**src/rtl/ps2_key_tracker.sv**
```systemverilog
// ps2_key_tracker: PS/2 keyboard frame receiver, E0/F0 prefix decoder and
// per-key held/released tracker, all in the system clock domain.
// Optional feature macro: PS2_PARITY_CHECK_EN (enables odd-parity checking).
module ps2_key_tracker #(
    parameter int unsigned                NUM_KEYS       = 4,
    parameter logic [NUM_KEYS*9-1:0]      KEYMAP         = {9'h023, 9'h01B, 9'h01C, 9'h01D},
    parameter int unsigned                SYNC_STAGES    = 2,
    parameter int unsigned                TIMEOUT_CYCLES = 50000
) (
    input  logic                Clock,
    input  logic                ResetN,
    input  logic                Ps2Clk,
    input  logic                Ps2Data,
    output logic [NUM_KEYS-1:0] KeyDown,
    output logic                ScanValid,
    output logic [7:0]          ScanCode,
    output logic                ScanBreak,
    output logic                ScanExt,
    output logic                FrameErr
);

    localparam int unsigned WD_W = $clog2(TIMEOUT_CYCLES);

    typedef enum logic [1:0] {
        S_IDLE,
        S_DATA,
        S_PARITY,
        S_STOP
    } state_t;

    logic [SYNC_STAGES-1:0] r_clk_sync;
    logic [SYNC_STAGES-1:0] r_data_sync;
    logic                   r_clk_prev;

    state_t                 r_state;
    logic [2:0]             r_bitcnt;
    logic [7:0]             r_shift;
    logic [WD_W-1:0]        r_wdog;
    logic                   r_ext;
    logic                   r_brk;

    logic [NUM_KEYS-1:0]    r_keydown;
    logic                   r_scan_valid;
    logic [7:0]             r_scan_code;
    logic                   r_scan_break;
    logic                   r_scan_ext;
    logic                   r_frame_err;

    logic                   w_clk_s;
    logic                   w_data_s;
    logic                   w_fall;
    logic                   w_par_ok;
    logic                   w_frame_ok;

`ifdef PS2_PARITY_CHECK_EN
    logic                   r_parity;
`endif

    // Synchronisers for both pins, preset high (idle bus level)
    always_ff @(posedge Clock or negedge ResetN) begin
        if (!ResetN) begin
            r_clk_sync  <= '1;
            r_data_sync <= '1;
            r_clk_prev  <= 1'b1;
        end else begin
            r_clk_sync  <= {r_clk_sync[SYNC_STAGES-2:0], Ps2Clk};
            r_data_sync <= {r_data_sync[SYNC_STAGES-2:0], Ps2Data};
            r_clk_prev  <= r_clk_sync[SYNC_STAGES-1];
        end
    end

    // Falling-edge detect and stop/parity qualification of the current frame
    always_comb begin
        w_clk_s  = r_clk_sync[SYNC_STAGES-1];
        w_data_s = r_data_sync[SYNC_STAGES-1];
        w_fall   = r_clk_prev & ~w_clk_s;
`ifdef PS2_PARITY_CHECK_EN
        w_par_ok = ^{r_shift, r_parity};
`else
        w_par_ok = 1'b1;
`endif
        w_frame_ok = w_data_s & w_par_ok;
    end

    // Frame FSM, watchdog, prefix decoder and key table with registered outputs
    always_ff @(posedge Clock or negedge ResetN) begin
        if (!ResetN) begin
            r_state      <= S_IDLE;
            r_bitcnt     <= '0;
            r_shift      <= '0;
            r_wdog       <= '0;
            r_ext        <= 1'b0;
            r_brk        <= 1'b0;
            r_keydown    <= '0;
            r_scan_valid <= 1'b0;
            r_scan_code  <= '0;
            r_scan_break <= 1'b0;
            r_scan_ext   <= 1'b0;
            r_frame_err  <= 1'b0;
`ifdef PS2_PARITY_CHECK_EN
            r_parity     <= 1'b0;
`endif
        end else begin
            r_scan_valid <= 1'b0;
            r_frame_err  <= 1'b0;

            if (w_fall || r_state == S_IDLE) begin
                r_wdog <= '0;
            end else if (r_wdog == WD_W'(TIMEOUT_CYCLES - 1)) begin
                // Watchdog expiry: abandon the partial frame and any prefixes
                r_wdog      <= '0;
                r_state     <= S_IDLE;
                r_frame_err <= 1'b1;
                r_ext       <= 1'b0;
                r_brk       <= 1'b0;
            end else begin
                r_wdog <= r_wdog + 1'b1;
            end

            if (w_fall) begin
                case (r_state)
                    S_IDLE: begin
                        if (!w_data_s) begin
                            r_state  <= S_DATA;
                            r_bitcnt <= '0;
                        end
                    end
                    S_DATA: begin
                        r_shift <= {w_data_s, r_shift[7:1]};
                        if (r_bitcnt == 3'd7) begin
                            r_state <= S_PARITY;
                        end else begin
                            r_bitcnt <= r_bitcnt + 1'b1;
                        end
                    end
                    S_PARITY: begin
`ifdef PS2_PARITY_CHECK_EN
                        r_parity <= w_data_s;
`endif
                        r_state  <= S_STOP;
                    end
                    S_STOP: begin
                        r_state <= S_IDLE;
                        if (!w_frame_ok) begin
                            r_frame_err <= 1'b1;
                            r_ext       <= 1'b0;
                            r_brk       <= 1'b0;
                        end else if (r_shift == 8'hE0) begin
                            r_ext <= 1'b1;
                        end else if (r_shift == 8'hF0) begin
                            r_brk <= 1'b1;
                        end else begin
                            r_scan_valid <= 1'b1;
                            r_scan_code  <= r_shift;
                            r_scan_break <= r_brk;
                            r_scan_ext   <= r_ext;
                            r_ext        <= 1'b0;
                            r_brk        <= 1'b0;
                            for (int unsigned i = 0; i < NUM_KEYS; i++) begin
                                if (KEYMAP[9*i +: 9] == {r_ext, r_shift}) begin
                                    r_keydown[i] <= ~r_brk;
                                end
                            end
                        end
                    end
                    default: r_state <= S_IDLE;
                endcase
            end
        end
    end

    // Output ports
    always_comb begin
        KeyDown   = r_keydown;
        ScanValid = r_scan_valid;
        ScanCode  = r_scan_code;
        ScanBreak = r_scan_break;
        ScanExt   = r_scan_ext;
        FrameErr  = r_frame_err;
    end

endmodule
```
**config.mk**
```make
export PLATFORM = sky130hd
export DESIGN_NAME = ps2_key_tracker
export DESIGN_NICKNAME = d
export VERILOG_FILES = /design/src/rtl/ps2_key_tracker.sv
export SDC_FILE = /design/constraint.sdc
export NUM_CORES = 1
export LEC_CHECK = 0
export CORE_ASPECT_RATIO = 0.75
export CORE_MARGIN = 4
export CORE_UTILIZATION = 53
export CTS_BUF_LIST = sky130_fd_sc_hd__clkbuf_2
export CTS_CLUSTER_DIAMETER = 80
export DETAILED_ROUTE_END_ITERATION = 16
export PLACE_DENSITY = 0.83
export SYNTH_ARGS = -nofsm -noshare
export SYNTH_HDL_FRONTEND = slang
export SYNTH_SLANG_ARGS = --single-unit
```
**constraint.sdc**
```tcl
create_clock -name Clock -period 1.9 [get_ports Clock]
set_input_delay 0.38 -clock Clock [delete_from_list [all_inputs] [get_ports Clock]]
set_output_delay 0.38 -clock Clock [all_outputs]
set_load 0.02 [all_outputs]
```
==> results.md, run 1 <==
Timing:
- The slew at the pin closest to its max-slew limit is ~0.4 ns.
- The worst-case setup margin in the final layout is 0.0611 ns.
- For this run, the top clock speed supported by timing is 0.544 GHz.
- The final number of setup-violating endpoints is 0.
- The worst hold slack is between 0.3 and 0.4 ns.
- The normalized max-slew margin is between 70% and 80%.
- The number of slew-limit violations in the final report is 0.
- After layout, the minimum clock period comes to about 1.8 ns.
- The clock skew after layout is 0.0128 ns.
- The number of endpoints with negative hold slack in the final report is 0.
- The share of the clock period used by the worst path after layout is 96.8%.

Yosys:
- The synthesized flop and latch total is 52.
- During synthesis, Yosys emitted a total of 0 warnings.
- The share of the yosys chip area belonging to registers is a little under three fifths.
- The synthesized net count is 211.
- The average instance area after synthesis is 11.4 um^2.
- After synthesis the cells add up to 0.00233 mm^2.
- The share of synthesized flip-flops with an asynchronous set or reset is 100%.
- The number of flops mapped to enable cells by yosys is 0.
- The most instantiated flip-flop cell in the synthesis netlist is sky130_fd_sc_hd__dfrtp_1.
- Counting every instance in the synthesized netlist gives 204.
- The number of different library cells used by synthesis comes to 36.

Final layout:
- The layout cell share with drive strength beyond 1 is 20.3%.
- The repair_antennas step left the layout with diodes totalling 0.
- The layout has 299 filler cells.
- Once layout is complete, the utilization of the core stands at 66.8%.
- Summing all non-filler instances in the final layout gives an area of 0.00276 mm^2.
- The most common cell after layout, fill and taps aside is sky130_fd_sc_hd__dfrtp_1.
- The library cells used most frequently in the layout, excluding fill and tap cells, are 47 x sky130_fd_sc_hd__dfrtp_1, 22 x sky130_fd_sc_hd__nor2_1, 17 x sky130_fd_sc_hd__mux2_2, 14 x sky130_fd_sc_hd__nand2_1, 12 x sky130_fd_sc_hd__xnor2_1.
- The net count of the finished layout is 243.
- The area growth from synthesis to layout is 18.6%.

Routing:
- The number of detailed-routing iterations run before antenna repair is 4.
- Dividing the detail-routed via count by the number of cells gives approximately 5.5.
- The first routing iteration left 98 violations.
- Across all layers, the routed design uses 1601 vias.
- The remaining antenna violation count after routing is 0.
- The wire length per cell after detailed routing is 15.4 um.
- Summed over all layers, the routed wires come to 4.51 mm.
- For this run, design rule violations remaining after detail routing come to 0.

Floorplanning:
- The initial cell density of the core is 56.3%.
- The die is between 60 and 70 um tall.
- The initialized floorplan defines 20 standard-cell rows.
- The count of pins on the block boundary is 20.
- The core region is ~0.0041 mm^2.
- Measured along the x axis, the die boundary spans 84.5 um.
- The area enclosed by the die boundary is 0.00552 mm^2.

Placement:
- The estimated wirelength of the detail-placed design is 3.09 mm.
- In this run the cell area measured after placement is 0.00266 mm^2.
- The weighted congestion reported at the end of routability-driven placement is 0.795.
- Input and output buffers added on the ports amount to 19.
- At the placement stage, the worst setup path has a slack of between 0.09 and 0.1 ns.

GRT:
- After global routing the overflow that remains totals 0.
- The number of global-route vias before repair is about 1.6k.
- The first global-routing pass estimated 7.73 mm of wire.
- The number of antenna violations at the first check in global routing came to 0.
- Entering global routing, the biggest net connects 53 pins.
- The total global routing track utilization is 17.6%.

Setup path:
- For the worst setup path, the data arrival time is 2.20 ns.
- The setup path with the least slack is of type reg2reg.
- The endpoint type of the worst setup path is a flop.
- Counting both buffers and inverters, the worst setup path holds a total of 1.
- Walking the worst path, the cells encountered are or3b_4 -> o311ai_4 -> buf_4 -> mux2_2.
- The critical path startpoint is r_shift[5].
- STA classifies the critical path startpoint as a flop.
- The launching point of the worst reg2reg path is r_shift[5].
- The largest individual stage delay along the critical path comes from the cell sky130_fd_sc_hd__dfrtp_1.
- The largest driver fanout on the critical path is 5.
- In this design, the stage delay of the slowest critical-path cell is 0.46 ns.
- The required time of the worst setup path is 2.26 ns.
- For flop-to-flop paths, the worst setup slack is 0.06 ns.
- On the critical path the largest part of the delay comes from flip-flops.

Power:
- The power density over the cells is 904 mW/mm^2.
- VDD sags by at most approximately 0.47 mV.
- Of the total power, registers draw 56.4%.
- For this design the static power due to leakage is 1.38 nW.
- Net switching is 30.6% of the power.
- The switching power summed over all nets is 0.764 mW.
- Of the total power, the clock network draws 22.9%.
- The internal power contribution is 1.73 mW.
- Summing internal, switching and leakage power gives 2.49 mW.
- The fraction of power consumed by combinational cells is 20.8%.

CTS:
- The maximum buffer depth of the clock tree is 2.
- The CTS tree is built.
- The number of H-tree levels is 2.
- Buffers added to address setup during post-CTS repair amount to 0.
- Clock tree synthesis inserted a total of 5 buffers.
- Clock tree synthesis found a total of 52 sinks.
- The clock root buffer master is sky130_fd_sc_hd__clkbuf_2.
- After clock tree synthesis, the clock-pin slew on the worst setup and hold paths is 0.26 ns.
- The clock reaches the later pin of the worst-skew pair after 0.43 ns.

Flow run:
- Max-cap violations in this run came to 0.

Min path:
- The type of the most critical hold path is in2reg.
- The worst hold path begins at Ps2Data.

Outcome:
- The flow ran to the end, and the final reports show no timing, DRC or antenna violations.
area by class of cell:
type | instances | area (um^2) | area share, %
sequential | 52 | 1310 | 47.4
multi-input combinational | 137 | 950 | 34.4
timing repair buffer | 32 | 335 | 12.2
tap | 55 | 68.8 | 2.49
clock inverter | 3 | 42.5 | 1.54
inverter | 8 | 30.0 | 1.09
clock buffer | 5 | 25.0 | 0.907
repair_timing:
action                     in CTS  in global routing
hold buffers                    1                  0
hold endpoints to repair       47                  0
resized for setup               0                 10
setup endpoints to repair       0                 10
cell families after synthesis:
| kind of cell | Yosys count | synth area share (%) |
|---|---|---|
| AOI/OAI and AO/OA | 31 | 9.79 |
| and+or+nand+nor | 73 | 16.3 |
| DFF | 52 | 56.2 |
| adders and majority gates | 3 | 1.61 |
| muxes | 17 | 8.23 |
| buffers and inverters | 15 | 2.96 |
| xor gates and xnor gates | 13 | 4.90 |
worst reg2reg max path: cells and delay by family (launching register included):
family,cells,cell delay [ns]
DFF,1,0.46
and+or+nand+nor,1,0.43
AOI/OAI and AO/OA,1,0.36
muxes,1,0.33
buffers and inverters,1,0.20
synthesized netlist by cell type (3+ instances only):
cell type                  count  area (um^2)
sky130_fd_sc_hd__nand4_1       7         43.8
sky130_fd_sc_hd__nand2b_1      3         18.8
sky130_fd_sc_hd__xnor2_1      12          105
sky130_fd_sc_hd__o21ai_0       8         40.0
sky130_fd_sc_hd__nor4_1        5         31.3
sky130_fd_sc_hd__o31ai_1       5         37.5
sky130_fd_sc_hd__nor3_1        5         25.0
sky130_fd_sc_hd__a22o_1        3         26.3
sky130_fd_sc_hd__nand2_1      14         52.6
sky130_fd_sc_hd__nand3_1       5         25.0
sky130_fd_sc_hd__dfrtp_1      47         1180
sky130_fd_sc_hd__ha_1          3         37.5
sky130_fd_sc_hd__buf_2         4         20.0
sky130_fd_sc_hd__dfstp_2       5          131
sky130_fd_sc_hd__o41ai_1       3         26.3
sky130_fd_sc_hd__nor2_1       22         82.6
sky130_fd_sc_hd__mux2_2       17          191
sky130_fd_sc_hd__inv_1         8         30.0
sky130_fd_sc_hd__a21oi_1       7         35.0
per-stage QoR:
step / instances / setup TNS (ns)
floorplan: 204 / 0
global placement: 283 / 0
detailed placement: 283 / 0
CTS: 292 / 0
global route: 292 / -0.00961
finish: 292 / 0
per-layer routing:
| metal | GRT usage [%] | vias up | wire length [um] |
|---|---|---|---|
| met5 | 0 | - | 0 |
| met4 | 6.13 | 0 | 52 |
| met3 | 3.76 | 6 | 198 |
| met2 | 26.8 | 33 | 2020 |
| met1 | 25.0 | 774 | 2230 |
| li1 | - | 788 | - |
path summary, 6_finish.rpt:
path | to | depth (start not counted)
max reg2reg | ScanBreak | 4
min in group asynchronous | ScanBreak | 3
max in group asynchronous | r_data_sync[0] | 3
min reg2reg | r_data_sync[1] | 0
max | ScanBreak | 4
min | r_data_sync[0] | 1
power groups by stage:
| stage | logic [mW] | clock network (mW) | registers, mW |
|---|---|---|---|
| floorplan | 0.341 | 0 | 1.39 |
| global placement | 0.495 | 0 | 1.41 |
| detailed placement | 0.518 | 0 | 1.42 |
| CTS | 0.522 | 0.581 | 1.40 |
| global route | 0.579 | 0.639 | 1.43 |
| finish | 0.518 | 0.570 | 1.41 |
flip-flops by register name, summed over array words and instances (netlist names):
| register | flops |
|---|---|
| r_clk_sync | 2 |
| r_data_sync | 2 |
| r_shift | 8 |
| r_bitcnt | 3 |
| r_brk | 1 |
| r_clk_prev | 1 |
| ScanCode | 8 |
| KeyDown | 4 |
| FrameErr | 1 |
| ScanValid | 1 |
| r_wdog | 16 |
| ScanExt | 1 |
| ScanBreak | 1 |
| r_ext | 1 |
| r_state | 2 |
Note: power is estimated with default switching activity, not from simulation.
==> run 2, diff against run 1 <==
==> constraint.sdc (replaced) <==
create_clock -name Clock -period 1.5 [get_ports Clock]
set_input_delay 0.3 -clock Clock [delete_from_list [all_inputs] [get_ports Clock]]
set_output_delay 0.3 -clock Clock [all_outputs]
set_load 0.02 [all_outputs]
==> results.md, run 2 (synthesis gave the netlist of run 1 again) <==
Min path:
- The cell depth of the worst hold path came to 1 (unchanged).
- The startpoint of the lowest-slack hold path is Ps2Data (unchanged).
- The type of the most critical hold path is in2reg (unchanged).
- The hold-critical path endpoint is r_data_sync[0] (unchanged).

Timing:
- The highest clock rate came to 0.595 GHz (was 0.544 GHz).
- The number of endpoints with negative hold slack in the final report is 0 (unchanged).
- The clock skew after layout came to 0.0414 ns (was 0.0128 ns).
- The worst-case setup margin in the final layout was -0.180 ns (was 0.0611 ns).
- The worst hold slack is 0.249 ns (was 0.322 ns).
- The final number of setup-violating endpoints is 30 (was 0).
- The setup TNS is -3.24 ns (was 0 ns).
- The share of the clock period used by the worst path after layout was 112% (was 96.8%).
- The normalized max-slew margin came to 67.5% (was 72.7%).
- The clock period minus worst slack is 1.68 ns (was 1.84 ns).
- Setup repair after global routing could not meet its margin everywhere.
- The number of slew-limit violations in the final report is 0 (unchanged).
- The slew at the pin closest to its max-slew limit came to 0.488 ns (was 0.409 ns).

Final layout:
- The number of nets in the layout is 291 (was 243).
- The final design instance area without fill is 0.00330 mm^2 (was 0.00276 mm^2).
- Top library cells by usage in the layout, fill and taps aside: 51 x sky130_fd_sc_hd__buf_4, 47 x sky130_fd_sc_hd__dfrtp_1, 20 x sky130_fd_sc_hd__clkbuf_2, 14 x sky130_fd_sc_hd__nand2_1, 12 x sky130_fd_sc_hd__xnor2_1 (was 47 x sky130_fd_sc_hd__dfrtp_1, 22 x sky130_fd_sc_hd__nor2_1, 17 x sky130_fd_sc_hd__mux2_2, 14 x sky130_fd_sc_hd__nand2_1, 12 x sky130_fd_sc_hd__xnor2_1).
- The count of inserted antenna diode cells is 0 (unchanged).
- The area growth from synthesis to layout is 41.7% (was 18.6%).
- The top register by number of flip-flops is r_wdog (unchanged).
- The most common cell after layout, fill and taps aside is sky130_fd_sc_hd__buf_4 (was sky130_fd_sc_hd__dfrtp_1).
- The number of flip-flops under the largest register name was 16 (unchanged).
- The layout cell share with drive strength beyond 1 is 53.7% (was 20.3%).

Flow run:
- The number of max-cap violations is 0 (unchanged).

Setup path:
- The largest driver fanout on the critical path came to 4 (was 5).
- The required time of the worst setup path is 1.88 ns (was 2.26 ns).
- The number of cells on the worst reg-to-reg path is 4 (unchanged).
- The arrival time at the worst endpoint is 2.06 ns (was 2.20 ns).
- The launching point of the worst reg2reg path is r_shift[2] (was r_shift[5]).
- The endpoint type of the worst setup path is a flop (unchanged).
- The sort of element at the start of the critical path is a flop (unchanged).
- The critical register-to-register path endpoint is ScanCode[2] (was ScanBreak).
- The type of the worst setup path was reg2reg (unchanged).
- The register-to-register path setup slack was -0.18 ns (was 0.06 ns).

CTS:
- The clock root buffer master is sky130_fd_sc_hd__clkbuf_2 (unchanged).
- The maximum buffer depth of the clock tree is 2 (unchanged).
- The source-to-sink clock delay at the later pin of the worst-skew pair came to 0.44 ns (was 0.43 ns).
- The post-CTS clock slew at the launch and capture registers of the worst setup and hold paths is 0.28 ns (was 0.26 ns).
- The CTS buffer count is 5 (unchanged).
- The CTS tree is built (unchanged).
- The number of clock sinks was 52 (unchanged).
- The number of H-tree levels was 2 (unchanged).

Routing:
- The wire length per cell after detailed routing is 18.1 um (was 15.4 um).
- The remaining antenna violation count after routing is 0 (unchanged).
- The wire length reported by the detailed router is 6.16 mm (was 4.51 mm).
- The detailed-route vias per instance came to 5.71 (was 5.48).
- The number of detailed-routing iterations run before antenna repair is 5 (was 4).
- The routed via count is 1940 (was 1601).
- The DRC violation total after the first TritonRoute iteration is 134 (was 98).
- The total DRC errors in the routed layout was 0 (unchanged).

GRT:
- The global-route congestion overflow total is 0 (unchanged).
- The number of antenna violations at the first check in global routing came to 0 (unchanged).
- The number of global-route vias before repair is 1782 (was 1590).
- The total global routing track utilization is 19.9% (was 17.6%).
- The wire length of the first global-routing pass is 8.51 mm (was 7.73 mm).
- The largest net degree at the start of global routing was 26 (was 53).

Floorplanning:
- The count of pins on the block boundary is 20 (unchanged).
- The core area came to 0.00413 mm^2 (unchanged).
- The area enclosed by the die boundary is 0.00552 mm^2 (unchanged).
- The floorplan die height is 65.4 um (unchanged).
- The total number of placement rows was 20 (unchanged).
- The horizontal die dimension is 84.5 um (unchanged).
- The initial cell density of the core is 56.3% (unchanged).

Placement:
- The number of buffers added on ports is 19 (unchanged).
- The weighted congestion reported at the end of routability-driven placement is 0.807 (was 0.795).
- The total cell area at the placement stage is 0.00286 mm^2 (was 0.00266 mm^2).
- The worst setup timing slack at the placement stage is -0.180 ns (was 0.0945 ns).
- The estimated wirelength of the detail-placed design was 3.67 mm (was 3.09 mm).

Power:
- The leakage component of the power is 1.50 nW (was 1.38 nW).
- The worst ir drop on vdd is 0.842 mV (was 0.472 mV).
- The power density over the cells was 1060 mW/mm^2 (was 904 mW/mm^2).

Outcome:
- The final reports fail on setup timing.
- Result of the run: complete, but fails checks (was complete, no violations).
[run 2: changes by cell type in the layout (fill, tap and decap cells not counted), moves of 9 or more]
cell	change
sky130_fd_sc_hd__nor2_1	-15
sky130_fd_sc_hd__dlymetal6s2s_1	-10
sky130_fd_sc_hd__clkbuf_2	+15
sky130_fd_sc_hd__nor2_4	+9
sky130_fd_sc_hd__buf_4	+41
[run 2: report_power, final]
group	internal, mW	switching (mW)
registers	1.58	0.156
logic	0.606	0.595
clock network	0.119	0.438
total	2.31	1.19
[run 2: layout make-up]
class | instances | area (um^2)
clock buffer | 6 | 30.0
clock inverter | 2 | 12.5
fill | 227 | 832
inverter | 8 | 30.0
multi-input combinational | 137 | 1220
sequential | 52 | 1310
tap | 55 | 68.8
timing repair buffer | 80 | 626
[run 2: layer usage]
metal	GRT usage, %	vias up	wire length (um)
met1	27.7	997	2750
li1	-	882	-
met5	0	-	0
met3	4.89	6	285
met2	31.3	55	3090
met4	5.53	0	40
[run 2: timing repair]
item | in CTS | in global routing
cloned | 0 | 0
endpoints found under the hold margin | 13 | 0
buffers inserted | 12 | 15
gates resized for setup | 35 | 81
endpoints found under the setup margin | 52 | 60
hold buffers | 1 | 0
pin swaps | 0 | 21
[run 2: metrics by stage]
stage	total power, mW	util (%)	cells
3_3_place_gp	2.63	69.3	305
5_1_grt	3.68	79.8	340
6_report	3.50	79.8	340
4_1_cts	3.27	73.5	326
2_1_floorplan	2.22	-	204
3_5_place_dp	2.68	69.3	305
[run 2: worst max-delay path: stages (launching register included)]
cell and delay (ns):
sky130_fd_sc_hd__dfrtp_1 0.44, sky130_fd_sc_hd__or3b_4 0.42, sky130_fd_sc_hd__o311ai_4 0.25, sky130_fd_sc_hd__buf_4 0.19, sky130_fd_sc_hd__mux2_2 0.34
[run 2: worst max-delay path by stage]
| stage | startpoint | endpoint | slack, ns |
|---|---|---|---|
| final | r_shift[2] | ScanCode[2] | -0.18 |
| after detailed placement | r_shift[2] | ScanBreak | -0.18 |
| after global routing | r_shift[2] | ScanBreak | -0.23 |
| after CTS | r_shift[2] | ScanCode[2] | -0.18 |
| after global placement | r_shift[2] | ScanCode[4] | -0.15 |
| after floorplan | r_shift[2] | ScanBreak | -0.24 |
